===== src/rtl/i2c_slave.sv =====
// i2c_slave: I2C target endpoint. Oversamples SCL/SDA on clk, detects
// START / repeated START / STOP, matches a 7-bit address, receives write
// bytes, supplies read bytes and drives SDA open-drain through sda_oe.
// Optional build macro: I2C_SLAVE_GLITCH_FILTER_EN adds a 3-sample
// persistence filter after each synchroniser.
module i2c_slave #(
  parameter logic [6:0] SLAVE_ADDR  = 7'h50,
  parameter int         SYNC_STAGES = 2
) (
  input  logic       clk,
  input  logic       rst,
  input  logic       scl_in,
  input  logic       sda_in,
  output logic       sda_oe,
  output logic [7:0] rx_data,
  output logic       rx_valid,
  input  logic [7:0] tx_data,
  output logic       tx_req,
  output logic       addr_hit,
  output logic       busy
);

  typedef enum logic [2:0] {
    IDLE, ADDR, ADDR_ACK, RX_BYTE, RX_ACK, TX_BYTE, TX_ACK
  } state_e;

  logic [SYNC_STAGES-1:0] sclSync_q, sdaSync_q;
  logic                   sclLine, sdaLine;
  logic                   sclPrev_q, sdaPrev_q;
  logic                   sclRise, sclFall, startDet, stopDet;

  state_e     state_q, state_d;
  logic [2:0] bitCnt_q, bitCnt_d;
  logic       ninth_q, ninth_d;
  logic [6:0] shift_q, shift_d;
  logic [7:0] rxData_q, rxData_d;
  logic       rw_q, rw_d;
  logic       sdaOe_q, sdaOe_d;
  logic       rxValid_q, rxValid_d;
  logic       txReq_q, txReq_d;
  logic       addrHit_q, addrHit_d;
  logic       busy_q, busy_d;

  // Bring the asynchronous bus pins into the clk domain; an idle bus is high.
  always_ff @(posedge clk or negedge rst) begin
    if (!rst) begin
      sclSync_q <= '1;
      sdaSync_q <= '1;
    end else begin
      sclSync_q <= {sclSync_q[SYNC_STAGES-2:0], scl_in};
      sdaSync_q <= {sdaSync_q[SYNC_STAGES-2:0], sda_in};
    end
  end

`ifdef I2C_SLAVE_GLITCH_FILTER_EN
  logic [1:0] sclHist_q, sdaHist_q;
  logic       sclFilt_q, sdaFilt_q;

  // Let a filtered line follow the pin only after three equal samples in a row.
  always_ff @(posedge clk or negedge rst) begin
    if (!rst) begin
      sclHist_q <= 2'b11;
      sdaHist_q <= 2'b11;
      sclFilt_q <= 1'b1;
      sdaFilt_q <= 1'b1;
    end else begin
      sclHist_q <= {sclHist_q[0], sclSync_q[SYNC_STAGES-1]};
      sdaHist_q <= {sdaHist_q[0], sdaSync_q[SYNC_STAGES-1]};
      if (sclHist_q == {2{sclSync_q[SYNC_STAGES-1]}}) sclFilt_q <= sclSync_q[SYNC_STAGES-1];
      if (sdaHist_q == {2{sdaSync_q[SYNC_STAGES-1]}}) sdaFilt_q <= sdaSync_q[SYNC_STAGES-1];
    end
  end

  assign sclLine = sclFilt_q;
  assign sdaLine = sdaFilt_q;
`else
  assign sclLine = sclSync_q[SYNC_STAGES-1];
  assign sdaLine = sdaSync_q[SYNC_STAGES-1];
`endif

  // Keep the previous line levels so edges and bus conditions can be seen.
  always_ff @(posedge clk or negedge rst) begin
    if (!rst) begin
      sclPrev_q <= 1'b1;
      sdaPrev_q <= 1'b1;
    end else begin
      sclPrev_q <= sclLine;
      sdaPrev_q <= sdaLine;
    end
  end

  assign sclRise  =  sclLine & ~sclPrev_q;
  assign sclFall  = ~sclLine &  sclPrev_q;
  assign startDet =  sclLine &  sclPrev_q &  sdaPrev_q & ~sdaLine;
  assign stopDet  =  sclLine &  sclPrev_q & ~sdaPrev_q &  sdaLine;

  // State register and all protocol datapath registers.
  always_ff @(posedge clk or negedge rst) begin
    if (!rst) begin
      state_q   <= IDLE;
      bitCnt_q  <= 3'd0;
      ninth_q   <= 1'b0;
      shift_q   <= 7'd0;
      rxData_q  <= 8'h00;
      rw_q      <= 1'b0;
      sdaOe_q   <= 1'b0;
      rxValid_q <= 1'b0;
      txReq_q   <= 1'b0;
      addrHit_q <= 1'b0;
      busy_q    <= 1'b0;
    end else begin
      state_q   <= state_d;
      bitCnt_q  <= bitCnt_d;
      ninth_q   <= ninth_d;
      shift_q   <= shift_d;
      rxData_q  <= rxData_d;
      rw_q      <= rw_d;
      sdaOe_q   <= sdaOe_d;
      rxValid_q <= rxValid_d;
      txReq_q   <= txReq_d;
      addrHit_q <= addrHit_d;
      busy_q    <= busy_d;
    end
  end

  // Next-state logic: bus conditions override every state; otherwise sample
  // on SCL rises and change what we drive on SCL falls. ninth_q marks the
  // second half of an acknowledge slot (or a finished TX byte).
  always_comb begin
    state_d   = state_q;
    bitCnt_d  = bitCnt_q;
    ninth_d   = ninth_q;
    shift_d   = shift_q;
    rxData_d  = rxData_q;
    rw_d      = rw_q;
    sdaOe_d   = sdaOe_q;
    rxValid_d = 1'b0;
    txReq_d   = 1'b0;
    addrHit_d = addrHit_q;
    busy_d    = busy_q;
    if (stopDet) begin
      state_d   = IDLE;
      sdaOe_d   = 1'b0;
      busy_d    = 1'b0;
      addrHit_d = 1'b0;
    end else if (startDet) begin
      state_d   = ADDR;
      bitCnt_d  = 3'd0;
      ninth_d   = 1'b0;
      sdaOe_d   = 1'b0;
      addrHit_d = 1'b0;
      busy_d    = 1'b1;
    end else begin
      case (state_q)
        IDLE: begin
        end
        ADDR: begin
          if (sclRise) begin
            shift_d  = {shift_q[5:0], sdaLine};
            bitCnt_d = bitCnt_q + 3'd1;
            if (bitCnt_q == 3'd7) begin
              if (shift_q == SLAVE_ADDR) begin
                state_d   = ADDR_ACK;
                addrHit_d = 1'b1;
                rw_d      = sdaLine;
                ninth_d   = 1'b0;
              end else begin
                state_d = IDLE;
              end
            end
          end
        end
        ADDR_ACK, RX_ACK: begin
          if (sclFall) begin
            if (!ninth_q) begin
              sdaOe_d = 1'b1;
              ninth_d = 1'b1;
            end else begin
              ninth_d  = 1'b0;
              bitCnt_d = 3'd0;
              if (state_q == ADDR_ACK && rw_q) begin
                shift_d = tx_data[6:0];
                sdaOe_d = ~tx_data[7];
                state_d = TX_BYTE;
              end else begin
                sdaOe_d = 1'b0;
                state_d = RX_BYTE;
              end
            end
          end else if (sclRise && ninth_q && state_q == ADDR_ACK && rw_q) begin
            txReq_d = 1'b1;
          end
        end
        RX_BYTE: begin
          if (sclRise) begin
            shift_d  = {shift_q[5:0], sdaLine};
            bitCnt_d = bitCnt_q + 3'd1;
            if (bitCnt_q == 3'd7) begin
              rxData_d  = {shift_q, sdaLine};
              rxValid_d = 1'b1;
              ninth_d   = 1'b0;
              state_d   = RX_ACK;
            end
          end
        end
        TX_BYTE: begin
          if (sclRise) begin
            bitCnt_d = bitCnt_q + 3'd1;
            if (bitCnt_q == 3'd7) ninth_d = 1'b1;
          end else if (sclFall) begin
            if (ninth_q) begin
              sdaOe_d = 1'b0;
              ninth_d = 1'b0;
              state_d = TX_ACK;
            end else begin
              sdaOe_d = ~shift_q[6];
              shift_d = {shift_q[5:0], 1'b0};
            end
          end
        end
        TX_ACK: begin
          if (sclRise && !ninth_q) begin
            if (!sdaLine) begin
              txReq_d = 1'b1;
              ninth_d = 1'b1;
            end else begin
              state_d   = IDLE;
              addrHit_d = 1'b0;
            end
          end else if (sclFall && ninth_q) begin
            ninth_d  = 1'b0;
            bitCnt_d = 3'd0;
            shift_d  = tx_data[6:0];
            sdaOe_d  = ~tx_data[7];
            state_d  = TX_BYTE;
          end
        end
        default: state_d = IDLE;
      endcase
    end
  end

  // Outputs come straight from registers so SDA is glitch-free and resets at once.
  always_comb begin
    sda_oe   = sdaOe_q;
    rx_data  = rxData_q;
    rx_valid = rxValid_q;
    tx_req   = txReq_q;
    addr_hit = addrHit_q;
    busy     = busy_q;
  end

endmodule


===== config.mk =====
export PLATFORM = sky130hd
export DESIGN_NAME = i2c_slave
export DESIGN_NICKNAME = d
export VERILOG_FILES = /design/src/rtl/i2c_slave.sv
export SDC_FILE = /design/constraint.sdc
export NUM_CORES = 1
export LEC_CHECK = 0
export ABC_AREA = 1
export BUFFER_PORTS_ARGS = -buffer_cell sky130_fd_sc_hd__buf_2
export CORE_MARGIN = 5
export CORE_UTILIZATION = 60
export DETAILED_ROUTE_END_ITERATION = 7
export PLACE_DENSITY_LB_ADDON = 0.25
export SETUP_SLACK_MARGIN = 0.1
export SYNTH_ARGS = -nofsm -noshare
export SYNTH_HDL_FRONTEND = slang
export SYNTH_SLANG_ARGS = --single-unit

===== constraint.sdc =====
create_clock -name clk -period 3.9 [get_ports clk]
set_input_delay 0.195 -clock clk [delete_from_list [all_inputs] [get_ports clk]]
set_output_delay 0.195 -clock clk [all_outputs]
set_load 0.03 [all_outputs]

==> results of run 1 <==
-- per-layer routing --
| metal | GRT usage | share of wire | vias up |
|---|---|---|---|
| li1 | - | - | 910 |
| met1 | 0.313 | 0.43 | 851 |
| met2 | 0.372 | 0.48 | 82 |
| met3 | 0.0649 | 0.082 | 10 |
| met4 | 0.0506 | 0.015 | 0 |
| met5 | 0 | 0 | - |
-- cell usage after synthesis --
cell	count
sky130_fd_sc_hd__buf_6	2
sky130_fd_sc_hd__o21ai_1	3
sky130_fd_sc_hd__dfrtp_1	28
sky130_fd_sc_hd__o211ai_1	2
sky130_fd_sc_hd__buf_2	2
sky130_fd_sc_hd__nand2_2	2
sky130_fd_sc_hd__nor2_1	18
sky130_fd_sc_hd__inv_1	27
sky130_fd_sc_hd__a22o_1	1
sky130_fd_sc_hd__o211ai_2	1
sky130_fd_sc_hd__o21ai_2	7
sky130_fd_sc_hd__ha_1	5
sky130_fd_sc_hd__nor3_1	1
sky130_fd_sc_hd__inv_2	2
sky130_fd_sc_hd__nand2_1	86
sky130_fd_sc_hd__or2_1	1
sky130_fd_sc_hd__nor2_2	2
sky130_fd_sc_hd__buf_4	1
sky130_fd_sc_hd__nor2_4	1
sky130_fd_sc_hd__nand3_1	34
sky130_fd_sc_hd__nand3_2	2
sky130_fd_sc_hd__dfstp_2	6
sky130_fd_sc_hd__a21oi_1	7
sky130_fd_sc_hd__nand4_1	6
sky130_fd_sc_hd__o21ai_0	16
sky130_fd_sc_hd__clkbuf_1	1
-- logic make-up after synthesis --
kind of cell / after synthesis
AO/OA/AOI/OAI: 37
flip-flops: 34
AND/OR/NAND/NOR: 153
adder cells (fa/ha/maj): 5
buffers and inverters: 35
-- power breakdown --
part / total [mW] / internal (mW) / leakage (nW) / switching [mW]
sequential: 0.440 / 0.404 / 0.433 / 0.0369
combinational: 0.198 / 0.0603 / 0.751 / 0.138
clock: 0.337 / 0.217 / 0.0585 / 0.120
-- timing repair --
action,4_1_cts,5_1_grt
buffers inserted,0,0
hold endpoints to repair,30,0
hold buffers,3,0
-- state kept, by name (all words and copies together) (netlist names) --
register   count
state_q        3
sclSync_q      2
ninth_q        1
bitCnt_q       3
shift_q        7
busy           1
sdaSync_q      2
sda_oe         1
sclPrev_q      1
rx_valid       1
addr_hit       1
sdaPrev_q      1
tx_req         1
rx_data        8
rw_q           1
-- worst min-delay path by stage --
stage	from	to	slack, ns
after floorplan	rst	addr_hit	-0.10
after CTS	tx_data[6]	shift_q[6]	0.20
final	tx_data[6]	shift_q[6]	0.21
after detailed placement	rst	shift_q[3]	0.29
after global placement	rst	shift_q[3]	0.29
after global routing	tx_data[6]	shift_q[6]	0.22
-- stage by stage --
step	std cells	hold slack (ns)	setup slack (ns)	area, sq um
5_1_grt	337	0.224	1.52	2240
4_1_cts	337	0.201	1.72	2240
2_1_floorplan	264	-0.101	2.15	1970
3_3_place_gp	326	0.290	1.76	2100
3_5_place_dp	326	0.294	1.75	2100
6_report	337	0.206	1.69	2240
-- final cells by class --
| cell class | count | area, sq um |
|---|---|---|
| flip-flops and latches | 34 | 858 |
| clock buffers | 6 | 51.3 |
| multi-input cells | 195 | 956 |
| well taps | 44 | 55.1 |
| fillers | 275 | 863 |
| repair buffers | 27 | 150 |
| clock inverters | 2 | 60.1 |
| inverters | 29 | 109 |
-- critical path, cell delays in order (launching register included) --
cell                      delay, ns
sky130_fd_sc_hd__dfstp_2       0.58
sky130_fd_sc_hd__ha_1          0.23
sky130_fd_sc_hd__nand3_1       0.25
sky130_fd_sc_hd__nand2_2       0.16
sky130_fd_sc_hd__inv_2         0.11
sky130_fd_sc_hd__nand3_2       0.08
sky130_fd_sc_hd__or2_1         0.51
sky130_fd_sc_hd__nand2_1       0.15
sky130_fd_sc_hd__o21ai_2       0.08
==> impl_results.md, run 1 <==
* Total vias in the final route at 1853
* Endpoint of the worst-slack reg-to-reg timing path: rx_data[2]
* Highest attainable clock frequency at 0.453 GHz
* Post-cts resize count at 0
* Sequential-to-total area share from yosys stat at 0.436
* Data required, critical path at 4.17 ns
* Antenna diode count at 0
* Post-synth cell types at 26
* Number of global-route vias before repair at 1787
* Number of antenna violations at the first check in global routing at 0
* Final Util at 0.722
* Count of endpoints failing hold in the final timing report at 0
* Die width at 67.3 um
* DIE AREA at 0.00452 sq mm
* Post-layout nets at 309
* Leakage at 1.24 nW
* Avg Vias per Cell at 5.50
* Number of DRC violations after detailed-routing iteration 0 at 134
* Multiplexer area fraction after synthesis at 0
* Post-synthesis share of cell area spent on and, or, nand and nor gates at 0.338
* Num rows at 20
* Clock transition at the registers of the reported paths at 0.10 ns
* Post-synthesis compound-gate area fraction at 0.116
* Critical Path Source Type: flop
* Sum of negative setup slack at 0 ns
* Initial Utilization at 0.634
* CTS HTree Levels at 2
* CTS tree: yes
* Post-Synth Adder-Cell Area at 0.0318
* Synth area leaders: sky130_fd_sc_hd__dfrtp_1 36%, sky130_fd_sc_hd__nand2_1 16%, sky130_fd_sc_hd__nand3_1 8.7%, sky130_fd_sc_hd__dfstp_2 8.0%, sky130_fd_sc_hd__inv_1 5.2%
* Post-Route Skew at 0.00972 ns
* Status: finished, final reports clean
* Hold path cells at 5
* DRC errors left at 0
* Depth of the most critical reg-to-reg path at 8
* Leading cell type in the layout, fill and taps excluded: sky130_fd_sc_hd__nand2_1
* Worst-Margin Slew at 0.743 ns
* Number of storage elements in the synthesis netlist at 34
* Endpoint kind of the worst setup timing path: flop
* Dominant combinational cell family by area after synthesis: simple AND/OR/NAND/NOR gates
* Worst ir drop on vdd at 0.289 mV
* Clock buffers created by TritonCTS at 5
* Cells after synthesis at 264
* Post-synth net total at 281
* Power per cell area at 436 mW/mm^2
* Startpoint-to-endpoint class of the critical path: flop to flop
* Routed len/inst at 13.5 um
* Unrepaired setup endpoints after global routing: false
* Final critical path time including I/O delays and setup at 2.21 ns
* Overall die height at 67.3 um
* Clock sinks at 34
* Post-Synthesis Cell Area at 0.00197 sq mm
* Number of endpoints failing setup at the final stage at 0
* Capture point of the worst path: rx_data[2]
* Fin crit share at 0.565
* Total half-perimeter wirelength after legalization and detailed placement at 3440 um
* Number of I/O port buffers at 24
* Max-slew headroom at 0.505
* Weighted congestion at the end of routability-driven global placement at 0.956
* Largest net degree at the start of global routing at 35
* Total Routed Length at 4530 um
* Hold Crit Class: input port to flop
* Clk Tree Root Cell: sky130_fd_sc_hd__clkbuf_4
* Congestion Overflow GR at 0
* Minimum setup slack among reg-to-reg paths at 1.69 ns
* Top fanout value on the critical path at 17
* Power after layout at 0.976 mW
* Core Area at 0.00310 sq mm
* Share of cells above drive strength 1 at 0.188
* Top library cells by usage in the layout, fill and taps aside: 86 x sky130_fd_sc_hd__nand2_1, 34 x sky130_fd_sc_hd__nand3_1, 28 x sky130_fd_sc_hd__dfrtp_1
* Final max-slew violation count at 0
* Top Ports at 25
* Global-route total usage across every layer at 0.232
* Area fraction of the dominant cell type after synthesis at 0.356
* Antenna Violating Nets Remaining at 0
* Xor/xnor cell area share of the yosys netlist at 0
* Synthesized area per cell at 7.45 sq um
* Worst setup path startpoint: sclSync_q[1]
* Detailed-routing iteration count for the pre-antenna-repair pass at 4
* Worst path arrival time at 2.47 ns
* Clk buf depth at 2
* Global-route wire length before repair at 7960 um
* Synthesis warning total at 0
* Beginning of the worst register-to-register path: sclSync_q[1]
* Synthesis-to-layout area growth at 13.9%
* Insertion delay to the later sink of the worst-skew pair at 0.34 ns
* Maximum Capacitance Violations at 0
* Most area-hungry cell type in the Yosys netlist: sky130_fd_sc_hd__dfrtp_1
Note: power is estimated with default switching activity, not from simulation.
==> run 2: changes to the inputs <==
--- a/config.mk
+++ b/config.mk
@@ -5,10 +5,10 @@
 export SDC_FILE = /design/constraint.sdc
 export NUM_CORES = 1
 export LEC_CHECK = 0
-export ABC_AREA = 1
+export ABC_AREA = 0
 export BUFFER_PORTS_ARGS = -buffer_cell sky130_fd_sc_hd__buf_2
 export CORE_MARGIN = 5
-export CORE_UTILIZATION = 60
+export CORE_UTILIZATION = 52
 export DETAILED_ROUTE_END_ITERATION = 7
 export PLACE_DENSITY_LB_ADDON = 0.25
 export SETUP_SLACK_MARGIN = 0.1
==> constraint.sdc (replaced) <==
create_clock -name clk -period 1.8 [get_ports clk]
set_input_delay 0.09 -clock clk [delete_from_list [all_inputs] [get_ports clk]]
set_output_delay 0.09 -clock clk [all_outputs]
set_load 0.03 [all_outputs]
==> impl_results.md, run 2 <==
* Status: finished with violations
* Violated checks: setup timing
* Post-synth cell types at 52
* Num rows at 23
* Die width at 73.1 um
* Global-route wire length before repair at 8260 um
* Dominant combinational cell family by area after synthesis: simple AND/OR/NAND/NOR gates
* Post-Synth Adder-Cell Area at 0.0302
* Post-Route Skew at 0.00742 ns
* Synthesis warning total at 0
* Filler cell count at 290
* Global-route total usage across every layer at 0.202
* Post-Synthesis Cell Area at 0.00207 sq mm
* Power share of the clock group at 0.242
* Minimum setup slack among reg-to-reg paths at -0.13 ns
* Number of DRC violations after detailed-routing iteration 0 at 123
* Clock sinks at 34
* Insertion delay to the later sink of the worst-skew pair at 0.29 ns
* CTS HTree Levels at 2
* Synthesized area per cell at 9.85 sq um
* Area fraction of the dominant cell type after synthesis at 0.339
* Detailed-routing iteration count for the pre-antenna-repair pass at 4
* Share of total power in combinational logic at 0.329
* Largest net degree at the start of global routing at 35
* Worst-Margin Slew at 0.743 ns
* Place WS at -0.120 ns
* Top library cells by usage in the layout, fill and taps aside: 36 x sky130_fd_sc_hd__buf_4, 27 x sky130_fd_sc_hd__dfrtp_1, 24 x sky130_fd_sc_hd__buf_2
* Hold Crit Class: input port to flop
* Capture point of the worst path: ninth_q
* Power per cell area at 883 mW/mm^2
* Initial Utilization at 0.525
* Leakage at 1.27 nW
* Sequential cell area in the final layout at 860 sq um
* Final max-slew violation count at 0
* Primary FF master, synth: sky130_fd_sc_hd__dfrtp_1
* Post-layout nets at 286
* Overall die height at 73.1 um
* Clk buf depth at 2
* Worst ir drop on vdd at 0.714 mV
* Switching Fraction at 0.348
* Count of endpoints failing hold in the final timing report at 0
* Total Routed Length at 5030 um
* Worst setup path startpoint: sclPrev_q
* Synth area leaders: sky130_fd_sc_hd__dfrtp_1 34%, sky130_fd_sc_hd__dfstp_2 7.6%, sky130_fd_sc_hd__mux2_1 4.9%, sky130_fd_sc_hd__nand2_1 4.2%, sky130_fd_sc_hd__mux2i_1 3.9%
* Number of endpoints failing setup at the final stage at 22
* DRC errors left at 0
* Clock buffers created by TritonCTS at 5
* Beginning of the worst register-to-register path: sclPrev_q
* Endpoint of the worst-slack reg-to-reg timing path: ninth_q
* Share of flip-flops with an asynchronous set or reset after synthesis at 1.00
* Power after layout at 2.38 mW
* Avg Vias per Cell at 5.58
* Power Internal at 1.55 mW
* Area taken by multi-input logic gates at 0.00120 sq mm
* Sequential Power Share at 0.429
* Top fanout value on the critical path at 11
* Maximum Capacitance Violations at 0
* Sequential-to-total area share from yosys stat at 0.415
* Critical Path Source Type: flop
* Top Ports at 25
* Max-slew headroom at 0.505
* Clock transition at the registers of the reported paths at 0.07 ns
* Multiplexer area fraction after synthesis at 0.0877
* Depth of the most critical reg-to-reg path at 8
* Share of cells above drive strength 1 at 0.411
* Startpoint-to-endpoint class of the critical path: flop to flop
* CTS tree: yes
* Weighted congestion at the end of routability-driven global placement at 0.896
* Synthesis-to-layout area growth at 30.3%
* Most frequent cells after synthesis: 28 x sky130_fd_sc_hd__dfrtp_1, 23 x sky130_fd_sc_hd__nand2_1, 17 x sky130_fd_sc_hd__nor2_1, 11 x sky130_fd_sc_hd__o21ai_1, 10 x sky130_fd_sc_hd__a21oi_1
* Total half-perimeter wirelength after legalization and detailed placement at 3550 um
* Antenna diode count at 0
* Clk Tree Root Cell: sky130_fd_sc_hd__clkbuf_8
* Routed len/inst at 15.7 um
* Number of antenna violations at the first check in global routing at 0
* Leading cell type in the layout, fill and taps excluded: sky130_fd_sc_hd__buf_4
* Largest register FFs at 8
* Unrepaired setup endpoints after global routing: true
* Post-synth EDFFs at 0
* Worst path arrival time at 2.11 ns
* Net load switching power at 0.828 mW
* Cells after synthesis at 210
* Xor/xnor cell area share of the yosys netlist at 0.00846
* Most instantiated library cell after synthesis: sky130_fd_sc_hd__dfrtp_1
* Highest attainable clock frequency at 0.518 GHz
* Final critical path time including I/O delays and setup at 1.93 ns
* Fin crit share at 1.07
* Total vias in the final route at 1786
* Number of storage elements in the synthesis netlist at 34
* Number of I/O port buffers at 24
* Core Area at 0.00394 sq mm
* Post-synthesis compound-gate area fraction at 0.186
* Post-synthesis share of cell area spent on and, or, nand and nor gates at 0.217
* Endpoint kind of the worst setup timing path: flop
* Most area-hungry cell type in the Yosys netlist: sky130_fd_sc_hd__dfrtp_1
* Post-synth net total at 227
* Congestion Overflow GR at 0
* Number of global-route vias before repair at 1717
* Final WS setup at -0.132 ns
* DIE AREA at 0.00534 sq mm
* Antenna Violating Nets Remaining at 0
* Data required, critical path at 1.98 ns
[run 2: cell types whose count changed after synthesis, sizes merged, moves of 3 or more]
cell	before	now
o21ai	26	18
nand2b	0	5
buf	5	14
nor2	21	17
nand3b	0	3
nand3	36	4
a21oi	7	11
inv	29	6
mux2	0	9
mux2i	0	8
nor2b	0	6
nand4b	0	3
a211o	0	3
nand2	88	25
[run 2: what timing repair did]
| item | in CTS | in global routing |
|---|---|---|
| hold buffers | 3 | 0 |
| hold endpoints to repair | 30 | 0 |
| buffers inserted | 3 | 1 |
| setup endpoints to repair | 25 | 25 |
| resized for setup | 8 | 11 |
| pin swaps | 3 | 2 |
[run 2: worst min-delay path by stage]
| stage | depth (start not counted) | start | to |
|---|---|---|---|
| 6_report | 3 | tx_data[7] | sda_oe |
| 5_1_grt | 3 | tx_data[7] | sda_oe |
| 3_5_place_dp | 1 | rst | rx_data[0] |
| 3_3_place_gp | 1 | rst | rx_data[7] |
| 4_1_cts | 3 | tx_data[7] | sda_oe |
| 2_1_floorplan | 0 | rst | addr_hit |
[run 2: cell type report]
cell class              count  share of cell area
repair buffers             66               0.172
clock buffers               7              0.0320
multi-input cells         156               0.444
flip-flops and latches     34               0.319
clock inverters             1             0.00186
well taps                  50              0.0232
inverters                   6             0.00835
[run 2: critical path, stage by stage (launching register included)]
cell and delay (ns):
sky130_fd_sc_hd__dfstp_2 0.56, sky130_fd_sc_hd__inv_2 0.05, sky130_fd_sc_hd__ha_4 0.19, sky130_fd_sc_hd__nor2b_1 0.14
sky130_fd_sc_hd__o31ai_1 0.22, sky130_fd_sc_hd__a211oi_1 0.12, sky130_fd_sc_hd__a2111oi_2 0.27, sky130_fd_sc_hd__mux2i_1 0.22
sky130_fd_sc_hd__a21oi_1 0.05
[run 2: cell families (layout without fill, tap and decap cells)]
group                    count (synthesis)  after routing
adder cells (fa/ha/maj)                  5              5
AO/OA/AOI/OAI                           54             54
multiplexers                            17             17
flip-flops                              34             34
buffers and inverters                   20             80
XOR/XNOR                                 2              2
AND/OR/NAND/NOR                         78             78
[run 2: power groups by stage]
| stage | sequential (mW) | combinational, mW | clock, mW |
|---|---|---|---|
| floorplan | 1.03 | 0.493 | 0 |
| global placement | 1.03 | 0.715 | 0 |
| detailed placement | 1.04 | 0.722 | 0 |
| CTS | 1.02 | 0.746 | 0.589 |
| global route | 1.04 | 0.871 | 0.620 |
| finish | 1.02 | 0.784 | 0.575 |
[run 2: stage by stage]
stage	utilization	hold slack, ns	setup TNS, ns	instances	instance area, sq um
after CTS	0.671	0.0674	-0.992	319	2650
after global placement	0.626	0.192	-0.671	305	2470
final	0.684	0.0695	-1.01	320	2700
after floorplan	-	-0.206	0	210	2120
after detailed placement	0.626	0.185	-1.17	305	2470
after global routing	0.684	0.0767	-3.50	320	2700
[run 2: layer usage]
metal	vias up	track usage	share of wire
li1	863	-	-
met1	876	0.273	0.44
met2	37	0.324	0.50
met3	10	0.0372	0.045
met4	0	0.0697	0.018
met5	-	0	0
